### config.mk
export PLATFORM = sky130hd
export DESIGN_NAME = uart_tx_fifo
export DESIGN_NICKNAME = d
export VERILOG_FILES = /design/src/rtl/uart_pkg.sv /design/src/rtl/sync_fifo.sv /design/src/rtl/uart_tx_fifo.sv
export SDC_FILE = /design/constraint.sdc
export NUM_CORES = 1
export LEC_CHECK = 0
export ABC_AREA = 1
export CORE_MARGIN = 1.5
export CORE_UTILIZATION = 53
export DETAILED_ROUTE_END_ITERATION = 12
export PLACE_DENSITY = 0.75
export SLEW_MARGIN = 20
export SYNTH_ARGS = -nofsm -noshare
export SYNTH_HDL_FRONTEND = slang
export SYNTH_SLANG_ARGS = --single-unit
export TNS_END_PERCENT = 1
### constraint.sdc
create_clock -name clk -period 2.58 [get_ports clk]
set_clock_uncertainty 0.2 [all_clocks]
set_input_delay 0.516 -clock clk [delete_from_list [all_inputs] [get_ports clk]]
set_output_delay 0.516 -clock clk [all_outputs]
set_load 0.01 [all_outputs]
### src/rtl/uart_pkg.sv
// Shared UART definitions: transmitter state encoding, frame width and baud divider helper.
package uart_pkg;

  localparam int unsigned UART_DATA_BITS = 8;
  localparam int unsigned UART_IDX_W     = 3;

  typedef enum logic [1:0] {
    ST_IDLE  = 2'd0,
    ST_START = 2'd1,
    ST_DATA  = 2'd2,
    ST_STOP  = 2'd3
  } tx_state_e;

  // Clock cycles per serial bit; truncating division, shared with the receiver.
  function automatic int unsigned calc_clks_per_bit(input int unsigned clk_hz,
                                                    input int unsigned baud);
    return clk_hz / baud;
  endfunction

endpackage

### src/rtl/sync_fifo.sv
// Single-clock FIFO with occupancy count; pushes when full and pops when empty are ignored.
module sync_fifo #(
  parameter int unsigned WIDTH = 8,
  parameter int unsigned DEPTH = 4
) (
  input  logic                           clk,
  input  logic                           rst_n,
  input  logic                           i_push,
  input  logic [WIDTH-1:0]               i_data,
  input  logic                           i_pop,
  output logic [WIDTH-1:0]               o_data_c,
  output logic                           o_full_c,
  output logic                           o_empty_c,
  output logic [$clog2(DEPTH+1)-1:0]     o_count
);

  localparam int unsigned PTR_W = (DEPTH > 1) ? $clog2(DEPTH) : 1;
  localparam int unsigned CNT_W = $clog2(DEPTH+1);

  logic [WIDTH-1:0] r_mem [DEPTH];
  logic [PTR_W-1:0] r_wr_ptr;
  logic [PTR_W-1:0] r_rd_ptr;
  logic [CNT_W-1:0] r_count;

  logic w_push;
  logic w_pop;

  assign o_full_c  = (r_count == CNT_W'(DEPTH));
  assign o_empty_c = (r_count == '0);
  assign o_data_c  = r_mem[r_rd_ptr];
  assign o_count   = r_count;

  assign w_push = i_push && !o_full_c;
  assign w_pop  = i_pop && !o_empty_c;

  // Pointers wrap naturally because DEPTH is a power of two.
  always_ff @(posedge clk) begin
    if (!rst_n) begin
      r_wr_ptr <= '0;
      r_rd_ptr <= '0;
      r_count  <= '0;
    end else begin
      if (w_push) r_wr_ptr <= r_wr_ptr + PTR_W'(1);
      if (w_pop)  r_rd_ptr <= r_rd_ptr + PTR_W'(1);
      case ({w_push, w_pop})
        2'b10:   r_count <= r_count + CNT_W'(1);
        2'b01:   r_count <= r_count - CNT_W'(1);
        default: r_count <= r_count;
      endcase
    end
  end

  // Storage needs no reset; stale entries are unreachable once the pointers clear.
  always_ff @(posedge clk) begin
    if (rst_n && w_push) r_mem[r_wr_ptr] <= i_data;
  end

endmodule

### src/rtl/uart_tx_fifo.sv
// Buffered 8N1 UART transmitter: valid/ready byte intake, FIFO, serialiser on a registered line.
module uart_tx_fifo
  import uart_pkg::*;
#(
  parameter int unsigned CLK_HZ     = 25_000_000,
  parameter int unsigned BAUD       = 115200,
  parameter int unsigned FIFO_DEPTH = 4
) (
  input  logic                              clk,
  input  logic                              rst_n,
  input  logic [UART_DATA_BITS-1:0]         tx_data,
  input  logic                              tx_valid,
  output logic                              tx_ready,
  output logic                              tx,
  output logic                              busy,
  output logic [$clog2(FIFO_DEPTH+1)-1:0]   fifo_count
);

  localparam int unsigned CLKS_PER_BIT = calc_clks_per_bit(CLK_HZ, BAUD);
  localparam int unsigned BAUD_W       = (CLKS_PER_BIT > 1) ? $clog2(CLKS_PER_BIT) : 1;
  localparam int unsigned CNT_W        = $clog2(FIFO_DEPTH+1);

  tx_state_e                  r_state;
  tx_state_e                  w_state_nxt;
  logic [BAUD_W-1:0]          r_baud_cnt;
  logic [BAUD_W-1:0]          w_baud_nxt;
  logic [UART_IDX_W-1:0]      r_bit_idx;
  logic [UART_IDX_W-1:0]      w_bit_idx_nxt;
  logic [UART_DATA_BITS-1:0]  r_shift;
  logic [UART_DATA_BITS-1:0]  w_shift_nxt;
  logic                       r_tx;
  logic                       w_tx_nxt;

  logic                       w_pop;
  logic [UART_DATA_BITS-1:0]  w_fifo_data;
  logic                       w_fifo_full;
  logic                       w_fifo_empty;
  logic [CNT_W-1:0]           w_fifo_count;
  logic                       w_bit_end;
  logic                       w_last_bit;

  sync_fifo #(
    .WIDTH (UART_DATA_BITS),
    .DEPTH (FIFO_DEPTH)
  ) u_fifo (
    .clk       (clk),
    .rst_n     (rst_n),
    .i_push    (tx_valid),
    .i_data    (tx_data),
    .i_pop     (w_pop),
    .o_data_c  (w_fifo_data),
    .o_full_c  (w_fifo_full),
    .o_empty_c (w_fifo_empty),
    .o_count   (w_fifo_count)
  );

  assign w_bit_end  = (r_baud_cnt == BAUD_W'(CLKS_PER_BIT - 1));
  assign w_last_bit = (r_bit_idx == UART_IDX_W'(UART_DATA_BITS - 1));

  // Ready comes from the registered count only, so a same-cycle pop never frees a full FIFO.
  assign tx_ready   = !w_fifo_full;
  assign busy       = (r_state != ST_IDLE) || !w_fifo_empty;
  assign tx         = r_tx;
  assign fifo_count = w_fifo_count;

  // Serialiser state, baud counter, shift register and line register.
  always_ff @(posedge clk) begin
    if (!rst_n) begin
      r_state    <= ST_IDLE;
      r_baud_cnt <= '0;
      r_bit_idx  <= '0;
      r_shift    <= '0;
      r_tx       <= 1'b1;
    end else begin
      r_state    <= w_state_nxt;
      r_baud_cnt <= w_baud_nxt;
      r_bit_idx  <= w_bit_idx_nxt;
      r_shift    <= w_shift_nxt;
      r_tx       <= w_tx_nxt;
    end
  end

  // Next-state decode; the line value for each bit is registered on the edge that starts it.
  always_comb begin
    w_state_nxt   = r_state;
    w_baud_nxt    = r_baud_cnt;
    w_bit_idx_nxt = r_bit_idx;
    w_shift_nxt   = r_shift;
    w_tx_nxt      = r_tx;
    w_pop         = 1'b0;

    case (r_state)
      ST_IDLE: begin
        w_baud_nxt = '0;
        w_tx_nxt   = 1'b1;
        if (!w_fifo_empty) begin
          w_pop         = 1'b1;
          w_shift_nxt   = w_fifo_data;
          w_bit_idx_nxt = '0;
          w_tx_nxt      = 1'b0;
          w_state_nxt   = ST_START;
        end
      end

      ST_START: begin
        if (w_bit_end) begin
          w_baud_nxt    = '0;
          w_bit_idx_nxt = '0;
          w_tx_nxt      = r_shift[0];
          w_state_nxt   = ST_DATA;
        end else begin
          w_baud_nxt = r_baud_cnt + BAUD_W'(1);
        end
      end

      ST_DATA: begin
        if (w_bit_end) begin
          w_baud_nxt = '0;
          if (w_last_bit) begin
            w_tx_nxt    = 1'b1;
            w_state_nxt = ST_STOP;
          end else begin
            w_bit_idx_nxt = r_bit_idx + UART_IDX_W'(1);
            w_shift_nxt   = {1'b0, r_shift[UART_DATA_BITS-1:1]};
            w_tx_nxt      = r_shift[1];
          end
        end else begin
          w_baud_nxt = r_baud_cnt + BAUD_W'(1);
        end
      end

      ST_STOP: begin
        if (w_bit_end) begin
          w_baud_nxt = '0;
          if (!w_fifo_empty) begin
            // Chain straight into the next start bit with no idle gap.
            w_pop         = 1'b1;
            w_shift_nxt   = w_fifo_data;
            w_bit_idx_nxt = '0;
            w_tx_nxt      = 1'b0;
            w_state_nxt   = ST_START;
          end else begin
            w_tx_nxt    = 1'b1;
            w_state_nxt = ST_IDLE;
          end
        end else begin
          w_baud_nxt = r_baud_cnt + BAUD_W'(1);
        end
      end

      default: begin
        w_baud_nxt  = '0;
        w_tx_nxt    = 1'b1;
        w_state_nxt = ST_IDLE;
      end
    endcase
  end

endmodule

# Yosys cells after proc, flatten, opt, wreduce, memory -nomap -nowiden
# Memories as Yosys holds them, arrays and structs flattened. A register that Yosys moved wholly into a read port is not among the register bits.
# Index checks and enable logic that the tools add are counted.
# classes
addsub	6
eq_ne	14
muxes	34
n_reduce_logical	16
# ops
operator	n
8-bit two-way mux	5
8-bit case mux with 3 select lines	1
8-bit case mux with 2 select lines	1
3-bit two-way mux	5
2-bit two-way mux	7
2-bit inequality test (second input constant)	6
3-bit case mux with 4 select lines	1
1-bit two-way mux	10
8-bit by 1-bit adder with 8-bit output (second input constant)	1
8-bit == test (second input constant)	1
2-bit case mux with 4 select lines	1
4-bit AND reduction	2
3-bit by 1-bit adder with 3-bit output (second input constant)	2
2-bit == test (second input constant)	3
3-bit == test (second input constant)	2
3-bit case mux with 2 select lines	1
5-bit AND reduction	1
2-bit by 1-bit adder with 2-bit output (second input constant)	2
2-bit by 1-bit == test with 1-bit output (second input constant)	2
1-bit case mux with 4 select lines	1
2-bit nonzero test	2
1-bit logical AND	3
3-bit zero test	1
3-bit AND reduction	1
other kinds (7)	8
# word_totals
register_bits	29
mem_bits_rw	32
input_bits	11
elab_cells	79
n_memories	1
# mem_list
memory	words	width	rd	rd_ports_with_merged_regs	write_ports	line	rtl
u_fifo.r_mem	4	8	1	1	1	sync_fifo.sv:20	logic [WIDTH-1:0] r_mem [DEPTH];

# Logic depth before layout (Yosys ltp)
# Gate-level depths: netlist of the first run.
# logic_depth
ltp_word	7
mapped_depth	15

# By module
# Synthesis of the first run repeated with hierarchy kept, for this count alone.
# unflattened
hier_cells	319
area_unflattened_um2	3086.7
# by_module_without_submodules
module	n_inst	cells_each	area_per_inst_um2	seq_area_each_um2
sync_fifo	1	151	1732.9	1141.1
uart_tx_fifo	1	168	1353.8	440.4

# Least setup slack after synthesis of the first run
# No wires, ideal clock.
# synth_path
path_kind	reg-to-reg
from	register r_state[0]
to	register u_fifo.r_count[2] (netlist: u_fifo.o_count[2])
setup_time_ns	0.122
arrival_time_ns	2.188
required_time_ns	2.258
slack_ns	0.070
stages_incl_launch_ff	13
n_path_buf	0
cell_sequence	dfxtp_1 > inv_1 > ha_1 > a21oi_1 > nand3_1 > inv_1 > ha_1 > inv_1 > fa_1 > a21oi_1 > o21ai_0 > o21ai_0 > a21oi_1
# synth_between
elab_chain_len	5
# synth_rtl
item	line	rtl
start, declared	uart_tx_fifo.sv:23	tx_state_e r_state;
start signal, assigned	uart_tx_fifo.sv:75	r_state <= w_state_nxt;
2-bit == test / 2-bit zero test (equally long branches)	uart_tx_fifo.sv:92	case (r_state)
1-bit case mux with 2 select lines *	uart_tx_fifo.sv:92	
1-bit logical AND *	sync_fifo.sv:34	assign w_pop = i_pop && !o_empty_c;
2-bit by 1-bit == test with 1-bit output / 2-bit == test (equally long branches)	sync_fifo.sv:45	case ({w_push, w_pop})
3-bit case mux with 2 select lines / 2-bit nonzero test (equally long branches)	n/a	
end signal, assigned	sync_fifo.sv:46	2'b10: r_count <= r_count + CNT_W'(1);
end signal, assigned	sync_fifo.sv:47	2'b01: r_count <= r_count - CNT_W'(1);
end signal, assigned	sync_fifo.sv:48	default: r_count <= r_count;
end, declared	sync_fifo.sv:23	logic [CNT_W-1:0] r_count;
# Every way passes the cells marked *; elsewhere a longest branch is shown, timed or not.
# A chain may end at the register's enable or synchronous reset.

# Final worst setup path of the first run
# layout_path
from	register u_fifo.r_count[0] (netlist: u_fifo.o_count[0])
to	output busy
# layout_between
elab_chain_len	3
# layout_rtl
item	line	rtl
3-bit zero test	sync_fifo.sv:29	assign o_empty_c = (r_count == '0);
1-bit zero test	uart_tx_fifo.sv:62	assign busy = (r_state != ST_IDLE) || !w_fifo_empty;
1-bit logical OR	uart_tx_fifo.sv:62	
end, declared	uart_tx_fifo.sv:15	output logic busy,
# No other way between the ends.

==> flow_summary.json, run 1 <==
{
  "hold_buffers": 0,
  "detailed_place_hpwl_um": 3630,
  "crit_fanout": 5,
  "async_reset_ff_share_pct": 0,
  "first_global_vias": 2076,
  "cts.sinks": 63,
  "postRouteAntennaNets": 0,
  "final_nets": 384,
  "vias": 2189,
  "busiest_layer": "met2",
  "max_slew.worst_pin.slew_ns": 0.385,
  "use_met1_pct": 25.0,
  "min-delay-start": "r_bit_idx[1]",
  "die_w_um": 77.2,
  "hold_path_class": "reg -> reg",
  "synth.most_common_cell": "nor2_1",
  "path_class": "reg -> out",
  "clkPwrFrac_pct": 24.0,
  "slew_violations": 0,
  "cts_root_buf": "clkbuf_8",
  "vdd_drop_max_mv": 0.468,
  "syn_to_final_growth_pct": 16.5,
  "avgSynthCellArea_um2": 8.85,
  "comb_power_share_pct": 38.5,
  "rr_startpoint": "r_state[1]",
  "synth_ff_type": "edfxtp_1",
  "grt_first_pass_wirelength_um": 9290,
  "cts_tree": "built",
  "dieHeight_um": 77.2,
  "stdcell_count": 433,
  "wl_per_cell_um": 12.3,
  "start_kind": "register",
  "core_um2": 5200,
  "dp_slack_ns": 0.0660,
  "gp_congestion": 0.822,
  "finalSetupViolCount": 0,
  "synth_edf_count": 32,
  "firstDrtPassIters": 4,
  "route.detailed.drc": 0,
  "htree_levels": 3,
  "path_clk_slew_ns": 0.06,
  "ys_top_cells_by_count": "64 x nor2_1, 56 x nand2_1, 36 x inv_1",
  "hold_viol": 0,
  "place_inst": 417,
  "end_kind": "output port",
  "cts_resized": 0,
  "p_seq_share_pct": 37.5,
  "die_area_um2": 5970,
  "via_per_inst": 5.06,
  "ys_top_cells_by_area": "edfxtp_1 33%, dfxtp_1 21%, nor2_1 8.2%",
  "grtUsageMet2_pct": 33.5,
  "p_per_area_nw_per_um2": 1020,
  "grt_max_degree": 20,
  "syn_nets": 356,
  "clkLatencyLatePin_ns": 0.35,
  "cts_setup_buffers": 0,
  "yosys_warnings": 0,
  "synth-seq-cells": 63,
  "num_rows": 26,
  "ys_seq_area_share_pct": 54.1,
  "fin_tns_setup_ns": 0,
  "cellLeakagePower_nw": 1.39,
  "fin_ws_ns": 0.200,
  "slew_headroom_pct": 74.3,
  "drt_iter0_markers": 134,
  "overflow": 0,
  "cts-buffers-inserted": 9,
  "ios": 17,
  "worst_ep_required_time_ns": 1.86,
  "drive_gt1_share_pct": 11.0,
  "synth_cells": 330,
  "rsz0062_at_grt": "false",
  "period_share_pct": 92.2,
  "drv_cap": 0,
  "status": "completed",
  "grt_usage_pct": 20.4,
  "intPower_mw": 2.15,
  "clock_path_buffers": 2,
  "startpoint": "u_fifo.o_count[0]",
  "post-route-min-period_ns": 2.38,
  "io_buffers": 16,
  "initial_core_util_pct": 56.1,
  "fmax_ghz": 0.420,
  "fill_cells": 438,
  "met3_usage_pct": 4.29,
  "ys_types": 28,
  "syn-cell-area_um2": 2920,
  "synth_top_area_share_pct": 32.9,
  "worstPathArrival_ns": 1.66,
  "p_switching_mw": 1.32,
  "antenna_found_initial": 0,
  "insertedDiodeCount": 0,
  "switching_share_pct": 38.1,
  "wl_um": 5340,
  "yosys.area.top_type": "edfxtp_1"
}
[power groups by stage]
stage	combinational, mW	clock (mW)	sequential, mW
finish	1.34	0.834	1.30
global route	1.55	0.880	1.32
CTS	1.30	0.844	1.30
detailed placement	1.29	0	1.32
global placement	1.27	0	1.32
floorplan	0.957	0	1.30
[sequential cells by signal, summed over array words and instances, names as in the netlist, named ones only]
signal	cells
r_baud_cnt	8
r_state	2
r_shift	8
tx	1
u_fifo.r_rd_ptr	2
u_fifo.o_count	3
u_fifo.r_wr_ptr	2
u_fifo.r_mem	32
r_bit_idx	3
[worst paths after layout]
kind,slack [ns],endpoint,cells after the start
worst max-delay path,0.20,busy,5
worst min-delay path,0.27,r_bit_idx[1],2
worst max register to register,0.21,u_fifo.o_count[2],12
worst min register to register,0.27,r_bit_idx[1],2
[layout make-up]
| type | instances | area [um^2] | share of cell area (%) |
|---|---|---|---|
| sequential | 63 | 1580 | 46.5 |
| timing repair buffer | 25 | 228 | 6.69 |
| inverter | 39 | 146 | 4.30 |
| clock inverter | 6 | 61.3 | 1.80 |
| clock buffer | 10 | 128 | 3.75 |
| multi-input combinational | 220 | 1170 | 34.4 |
| tap | 70 | 87.6 | 2.57 |
[placed cells by master (no fill, tap or decap), drive strengths merged, types with 2 or more instances in the layout]
master and n:
dfxtp 31, nor3 2, edfxtp 32, a21oi 22
clkdlybuf4s50 16, ha 14, clkinv 3, xor2 3
clkinvlp 2, o211ai 2, o21ai 23, nand3 17
nor2 67, clkbuf 10, inv 39, buf 9
nand2 60, nand4 6
[routing by layer]
metal / routed length, um / part of all wire, %
met1: 2530 / 47
met3: 157 / 2.9
met2: 2530 / 47
met5: 0 / 0
met4: 123 / 2.3
[worst max-delay path, stage by stage (launching register included)]
cell	delay, ns
dfxtp_1	0.35
nor2_2	0.18
nand2_1	0.14
inv_1	0.09
nand2_1	0.08
clkdlybuf4s50_1	0.48
[kinds of logic (layout without fill, tap and decap cells)]
kind of cell,Yosys count,after routing,share of synthesized area (%)
adder cells (fa/ha/maj),15,15,6.68
XOR/XNOR,3,3,0.900
buffers and inverters,47,80,6.64
AO/OA/AOI/OAI,48,48,8.87
AND/OR/NAND/NOR,154,154,22.8
flip-flops,63,63,54.1
[stage by stage]
stage	instance area (um^2)	total power [mW]	hold WS [ns]	util [%]
after global routing	3400	3.75	0.300	65.4
after global placement	3190	2.59	0.246	61.3
after floorplan	2920	2.26	0.230	-
after CTS	3380	3.45	0.269	64.9
final	3400	3.48	0.267	65.4
after detailed placement	3190	2.61	0.260	61.3
(Power assumes the default switching activity.)
==> run 2: changes to the inputs <==
--- a/config.mk
+++ b/config.mk
@@ -5,11 +5,10 @@
 export SDC_FILE = /design/constraint.sdc
 export NUM_CORES = 1
 export LEC_CHECK = 0
-export ABC_AREA = 1
 export CORE_MARGIN = 1.5
-export CORE_UTILIZATION = 53
+export CORE_UTILIZATION = 58
 export DETAILED_ROUTE_END_ITERATION = 12
-export PLACE_DENSITY = 0.75
+export PLACE_DENSITY = 0.78
 export SLEW_MARGIN = 20
 export SYNTH_ARGS = -nofsm -noshare
 export SYNTH_HDL_FRONTEND = slang
==> constraint.sdc (replaced) <==
create_clock -name clk -period 2.6 [get_ports clk]
set_clock_uncertainty 0.2 [all_clocks]
set_input_delay 0.52 -clock clk [delete_from_list [all_inputs] [get_ports clk]]
set_output_delay 0.52 -clock clk [all_outputs]
set_load 0.01 [all_outputs]
==> run 2 against run 1 <==
  * Area after synthesis is 4.8% lower
  * Synthesized cell count is 35% lower
  * Total power is 10% higher
==> flow_summary.json, run 2 <==
{
  "cts.sinks": 63,
  "path_clk_slew_ns": 0.08,
  "wl_um": 4980,
  "ys_types": 40,
  "syn_nets": 242,
  "final_common_cell": "edfxtp_1",
  "post-route-min-period_ns": 2.51,
  "num_rows": 25,
  "cellLeakagePower_nw": 1.21,
  "timing.critical_path.max_delay_family": "simple AND/OR/NAND/NOR gates",
  "stdcell_count": 308,
  "ys_seq_area_share_pct": 56.9,
  "dp_slack_ns": -0.0169,
  "antenna_found_initial": 0,
  "start_kind": "register",
  "cts_root_buf": "clkbuf_8",
  "initial_core_util_pct": 59.7,
  "die_w_um": 72.3,
  "yosys_warnings": 0,
  "drt_iter0_markers": 100,
  "vdd_drop_max_mv": 0.694,
  "drive_gt1_share_pct": 19.3,
  "status": "completed",
  "synth_edf_count": 32,
  "hold_viol": 0,
  "htree_levels": 3,
  "slowest_delay_ns": 0.39,
  "rr_startpoint": "u_fifo.o_count[2]",
  "first_global_vias": 1719,
  "grt_first_pass_wirelength_um": 8250,
  "insertedDiodeCount": 0,
  "top_register": "u_fifo.r_mem",
  "largest_reg_flops": 32,
  "crit_fanout": 6,
  "syn_to_final_growth_pct": 21.1,
  "ios": 17,
  "synth.most_common_cell": "edfxtp_1",
  "drv_cap": 0,
  "yosys.area.top_type": "edfxtp_1",
  "detailed_place_hpwl_um": 3400,
  "firstDrtPassIters": 4,
  "fmax_ghz": 0.399,
  "wl_per_cell_um": 16.2,
  "final_nets": 275,
  "period_share_pct": 96.4,
  "rrSetupSlack_ns": 0.09,
  "intPower_mw": 2.59,
  "slew_headroom_pct": 63.8,
  "place_inst": 292,
  "top_regs": "u_fifo.r_mem (32), r_baud_cnt (8), r_shift (8)",
  "synth_cells": 216,
  "syn-cell-area_um2": 2780,
  "io_buffers": 16,
  "p_seq_share_pct": 35.9,
  "vias": 1757,
  "die_area_um2": 5220,
  "via_per_inst": 5.70,
  "post-route-util_pct": 72.2,
  "cts_setup_buffers": 0,
  "cts_tree": "built",
  "cts-buffers-inserted": 9,
  "async_reset_ff_share_pct": 0,
  "cp_cell_sequence": "or3b_4 > and2_1 > inv_1 > ha_1 > inv_1 > fa_1 > xor2_1 > or3_1 > a21oi_1",
  "avgSynthCellArea_um2": 12.9,
  "route.detailed.drc": 0,
  "rr_endpoint": "u_fifo.o_count[2]",
  "finalSetupViolCount": 0,
  "worst_ep_required_time_ns": 2.67,
  "p_per_area_nw_per_um2": 1140,
  "synth-seq-cells": 63,
  "dieHeight_um": 72.3,
  "cp_common_cell": "inv_1",
  "synth_top_area_share_pct": 34.5,
  "clkLatencyLatePin_ns": 0.34,
  "max_slew.worst_pin.slew_ns": 0.542,
  "overflow": 0,
  "rsz0062_at_grt": "false",
  "comb_power_share_pct": 36.9,
  "slew_violations": 0,
  "p_switching_mw": 1.24,
  "clkPwrFrac_pct": 27.2,
  "hold_path_class": "reg -> reg",
  "path_class": "reg -> reg",
  "end_kind": "register",
  "worstPathArrival_ns": 2.57,
  "critPathBufInv": 2,
  "crit_slowest_cell": "dfxtp_2",
  "fin_ws_ns": 0.0941,
  "hold_depth": 1,
  "layout_common_cells": "32 x edfxtp_1, 30 x dfxtp_1, 16 x clkdlybuf4s50_1, 14 x nor2_1, 14 x buf_4",
  "clock_path_buffers": 2,
  "reg2reg_depth": 9,
  "grt_max_degree": 14,
  "ys_top_cells_by_count": "32 x edfxtp_1, 31 x dfxtp_1, 15 x nor2_1",
  "switching_share_pct": 32.4,
  "synth_ff_type": "edfxtp_1",
  "fill_cells": 299,
  "grt_usage_pct": 21.7,
  "min-delay-start": "r_shift[4]",
  "gp_congestion": 0.825,
  "core_um2": 4660,
  "ys_top_cells_by_area": "edfxtp_1 35%, dfxtp_1 22%, mux4_2 6.5%",
  "postRouteAntennaNets": 0,
  "min_to": "r_shift[4]"
}
run 2: cell count changes in the layout (fill, tap and decap cells not counted), sizes merged, moves of 6 or more:
cell,change
a21oi,-15
and3,+6
inv,-26
mux2i,+9
mux4,+8
nand2,-47
nand3,-10
nand4,-6
nor2,-52
o21ai,-20
o2bb2ai,+7
run 2: cell type report:
class | instances | area (um^2) | share of cell area, %
clock buffer | 9 | 124 | 3.68
clock inverter | 7 | 120 | 3.57
inverter | 12 | 45.0 | 1.34
multi-input combinational | 133 | 1160 | 34.5
sequential | 63 | 1580 | 47.0
tap | 54 | 67.6 | 2.01
timing repair buffer | 30 | 265 | 7.88
run 2: kinds of logic after synthesis:
group | Yosys count | share of synthesized area [%]
fa+ha+maj | 15 | 7.02
flops | 63 | 56.9
compound gates | 33 | 9.40
simple gates | 59 | 11.3
mux | 17 | 9.72
buf+inv | 20 | 2.83
xor+xnor | 9 | 2.83
run 2: power groups by stage:
stage	registers [mW]	logic [mW]	clock network [mW]
final	1.38	1.42	1.04
after CTS	1.38	1.40	1.06
after detailed placement	1.40	1.36	0
after floorplan	1.34	0.981	0
after global placement	1.39	1.34	0
after global routing	1.41	1.55	1.10
run 2: metal layers:
layer | part of all wire (%) | global-route usage [%]
met1 | 47 | 29.5
met2 | 48 | 33.1
met3 | 3.3 | 5.00
met4 | 1.7 | 10.7
met5 | 0 | 0
run 2: worst max path at each step:
stage                     depth (start not counted)         startpoint                end  slack, ns
final                                             9  u_fifo.o_count[2]  u_fifo.o_count[2]       0.09
after global routing                              9  u_fifo.o_count[0]  u_fifo.o_count[2]     0.0004
after CTS                                        11      r_baud_cnt[1]  u_fifo.o_count[2]       0.02
after detailed placement                          9           tx_valid  u_fifo.o_count[2]      -0.02
after global placement                            9           tx_valid  u_fifo.o_count[2]       0.05
after floorplan                                  10  u_fifo.o_count[0]  u_fifo.o_count[2]      0.007
run 2: worst reg2reg max path, delay by kind of cell (launching register included):
kind / cells / cell delay [ns]
DFF: 1 / 0.39
AOI/OAI and AO/OA: 1 / 0.15
and+or+nand+nor: 3 / 0.87
adders and majority gates: 2 / 0.53
buffers and inverters: 2 / 0.13
xor gates and xnor gates: 1 / 0.16
run 2: what timing repair did:
item,in CTS,in global routing
endpoints found under the setup margin,1,1
hold buffers,0,0
pin swaps,1,1
resized for setup,1,5
run 2: stage by stage:
step / TNS, ns / power, mW / area [um^2] / hold slack, ns
after CTS: 0 / 3.84 / 3350 / 0.274
after global routing: 0 / 4.07 / 3370 / 0.295
after floorplan: 0 / 2.32 / 2790 / 0.232
final: 0 / 3.83 / 3370 / 0.274
after global placement: 0 / 2.73 / 3090 / 0.250
after detailed placement: -0.0169 / 2.76 / 3090 / 0.251
==> RTL edit (settings of run 1) <==
Make the reset (`rst_n`) asynchronous in 2 clocked blocks.
--- a/src/rtl/sync_fifo.sv
+++ b/src/rtl/sync_fifo.sv
@@ -34,7 +34,7 @@
   assign w_pop  = i_pop && !o_empty_c;
 
   // Pointers wrap naturally because DEPTH is a power of two.
-  always_ff @(posedge clk) begin
+  always_ff @(posedge clk or negedge rst_n) begin
     if (!rst_n) begin
       r_wr_ptr <= '0;
       r_rd_ptr <= '0;
--- a/src/rtl/uart_tx_fifo.sv
+++ b/src/rtl/uart_tx_fifo.sv
@@ -64,7 +64,7 @@
   assign fifo_count = w_fifo_count;
 
   // Serialiser state, baud counter, shift register and line register.
-  always_ff @(posedge clk) begin
+  always_ff @(posedge clk or negedge rst_n) begin
     if (!rst_n) begin
       r_state    <= ST_IDLE;
       r_baud_cnt <= '0;
Check against the original RTL: differs if rst_n is asserted again (counterexample within 4 cycles, from zero or initial values and one cycle with rst_n low); with rst_n held inactive, the same outputs for 10 cycles.
==> RTL edit against run 1 <==
- synthesized area grew 1.4%
- sequential cell count down 2
- count of clock-buffer cells in the layout increased by 1
- worst setup slack got worse by 110 ps
- cell area increased by 2.6%
- global-route usage up 0.91 points
- routed wire length rose by 7.5%
Power is not compared: it rests on default switching activity, and its combinational part moved more than twofold at a synthesized area within 25%.
==> RTL edit: results (changes against run 1) <==
status:
  status: "finished clean"  # unchanged
placement:
  dp_hpwl_um: 3750  # was 3630 um
  placed_cells: 408  # was 417
  dpl_cell_area_um2: 3280  # was 3190 um2
  post-place-ws_ps: 45.4  # was 66.0 ps
  gp_congestion: 0.800  # was 0.822
yosys:
  yosys-top-cells-count: "106 x nand2_1, 32 x edfxtp_1, 32 x nand3_1, 31 x inv_1, 28 x dfrtp_1"  # was 64 x nor2_1, 56 x nand2_1, 36 x inv_1, 32 x edfxtp_1, 31 x dfxtp_1
  synthDistinctLibCells: 30  # was 28
  synth-async-reset-ratio: 0.475  # was 0
  syn_inst: 313  # was 330
  synth.top_cells.by_area: "edfxtp_1 32%, dfrtp_1 24%, nand2_1 13%, ha_1 5.9%, nand3_1 5.4%"  # was edfxtp_1 33%, dfxtp_1 21%, nor2_1 8.2%, nand2_1 7.2%, ha_1 6.0%
  syn_nets: 339  # was 356
  ys_seq_area_frac: 0.570  # was 0.541
grt:
  grt_pass1_vias: 2125  # was 2076
  grt_pass1_wl_um: 9540  # was 9290 um
  grt_max_degree: 30  # was 20
  grt_usage: 0.213  # was 0.204
  use_met1: 0.250  # about the same
  met3_usage: 0.0753  # was 0.0429
  grt_util_met2: 0.342  # was 0.335
detailed_routing:
  drtIter0Drc: 111  # was 134
  wl_per_cell_um: 13.5  # was 12.3 um
  vias: 2196  # was 2189
timing:
  hold_ws_ps: 279  # was 267 ps
  worst_pin_slew_ps: 416  # was 385 ps
finish:
  final_cells: 426  # was 433
  finalNetCount: 375  # was 384
  num-fill-cells: 449  # was 438
  top_regs: "u_fifo.r_mem x32, r_baud_cnt x8, r_shift x8"  # unchanged
  mostFrequentLayoutCell: "nand2_1"  # was nor2_1
  drive_above_1_share: 0.155  # was 0.110
  largest_register_ffs: 32  # unchanged
worst_setup_path:
  r2r_cells: 13  # was 12
  r2r-start: "r_state[1]"  # unchanged
  rrSetupSlack_ps: 90  # was 210 ps
  path_max_fanout: 4  # was 5
  worstPathArrival_ps: 2510  # was 1660 ps
  r2r-end: "u_fifo.o_count[2]"  # unchanged
hold_path:
  worstHoldEndpoint: "r_shift[3]"  # was r_bit_idx[1]
  holdCritStartpoint: "r_shift[3]"  # was r_bit_idx[1]
clock_network:
  path_clk_slew_ps: 70
pwr:
  ir_drop_mv: 0.488
[RTL edit: cell count changes after synthesis, moves of 3 or more]
| cell | run 1 | this run |
|---|---|---|
| buf_4 | 4 | 1 |
| nand3_1 | 15 | 32 |
| a21oi_1 | 22 | 7 |
| o21ai_0 | 22 | 2 |
| inv_1 | 36 | 31 |
| dfxtp_1 | 31 | 0 |
| xnor2_1 | 0 | 3 |
| nor2_1 | 64 | 16 |
| dfrtp_1 | 0 | 28 |
| nand2_1 | 56 | 106 |
| buf_2 | 1 | 4 |
[RTL edit: worst max-delay path by stage]
stage	startpoint	to	slack (ps)	cells after the start
after floorplan	r_state[0]	u_fifo.o_count[2]	70	13
after global placement	r_state[1]	u_fifo.o_count[2]	130	13
after detailed placement	r_state[1]	u_fifo.o_count[2]	50	13
after CTS	r_state[1]	u_fifo.o_count[2]	20	13
after global routing	r_baud_cnt[0]	u_fifo.o_count[2]	-70	14
final	r_state[1]	u_fifo.o_count[2]	90	13
[RTL edit: where the power goes]
group / switching, mW / internal, mW
clock network: 0.373 / 0.441
logic: 0.212 / 0.159
registers: 0.0522 / 1.12
[RTL edit: cell type report]
cell class	instances	area, um2	area share
Multi-Input combinational cell	209	1120	0.321
Sequential cell	61	1690	0.483
Timing Repair Buffer	31	273	0.0781
Inverter	37	139	0.0398
Clock inverter	5	52.6	0.0150
Tap cell	72	90.1	0.0258
Clock buffer	11	131	0.0376
[RTL edit: what timing repair did]
action | in CTS | in global routing
endpoints found under the hold margin | 0 | 0
setup buffers | 0 | 2
endpoints found under the setup margin | 0 | 1
resized for setup | 0 | 6
[RTL edit: routing by layer]
| layer | vias to the layer above | share of wire | wire [um] |
|---|---|---|---|
| met1 | 1048 | 0.43 | 2490 |
| met2 | 46 | 0.49 | 2810 |
| li1 | 1086 | - | - |
| met5 | - | 0 | 0 |
| met4 | 0 | 0.029 | 169 |
| met3 | 16 | 0.049 | 279 |
[RTL edit: critical path, stage by stage, from the launching register on]
cell	delay (ps)
dfrtp_1	360
buf_4	110
buf_4	110
ha_1	160
inv_1	90
a21oi_2	180
nand2_2	90
inv_2	50
ha_1	130
inv_1	70
fa_1	390
a21oi_1	150
o21ai_0	120
xor2_1	160
[RTL edit: kinds of logic (layout without fill, tap and decap cells)]
| kind of cell | count (synthesis) | in the layout | synth area share |
|---|---|---|---|
| fa+ha+maj | 15 | 15 | 0.0659 |
| buf+inv | 43 | 84 | 0.0575 |
| flops | 61 | 61 | 0.570 |
| simple gates | 175 | 175 | 0.261 |
| compound gates | 13 | 13 | 0.0279 |
| xor+xnor | 6 | 6 | 0.0177 |
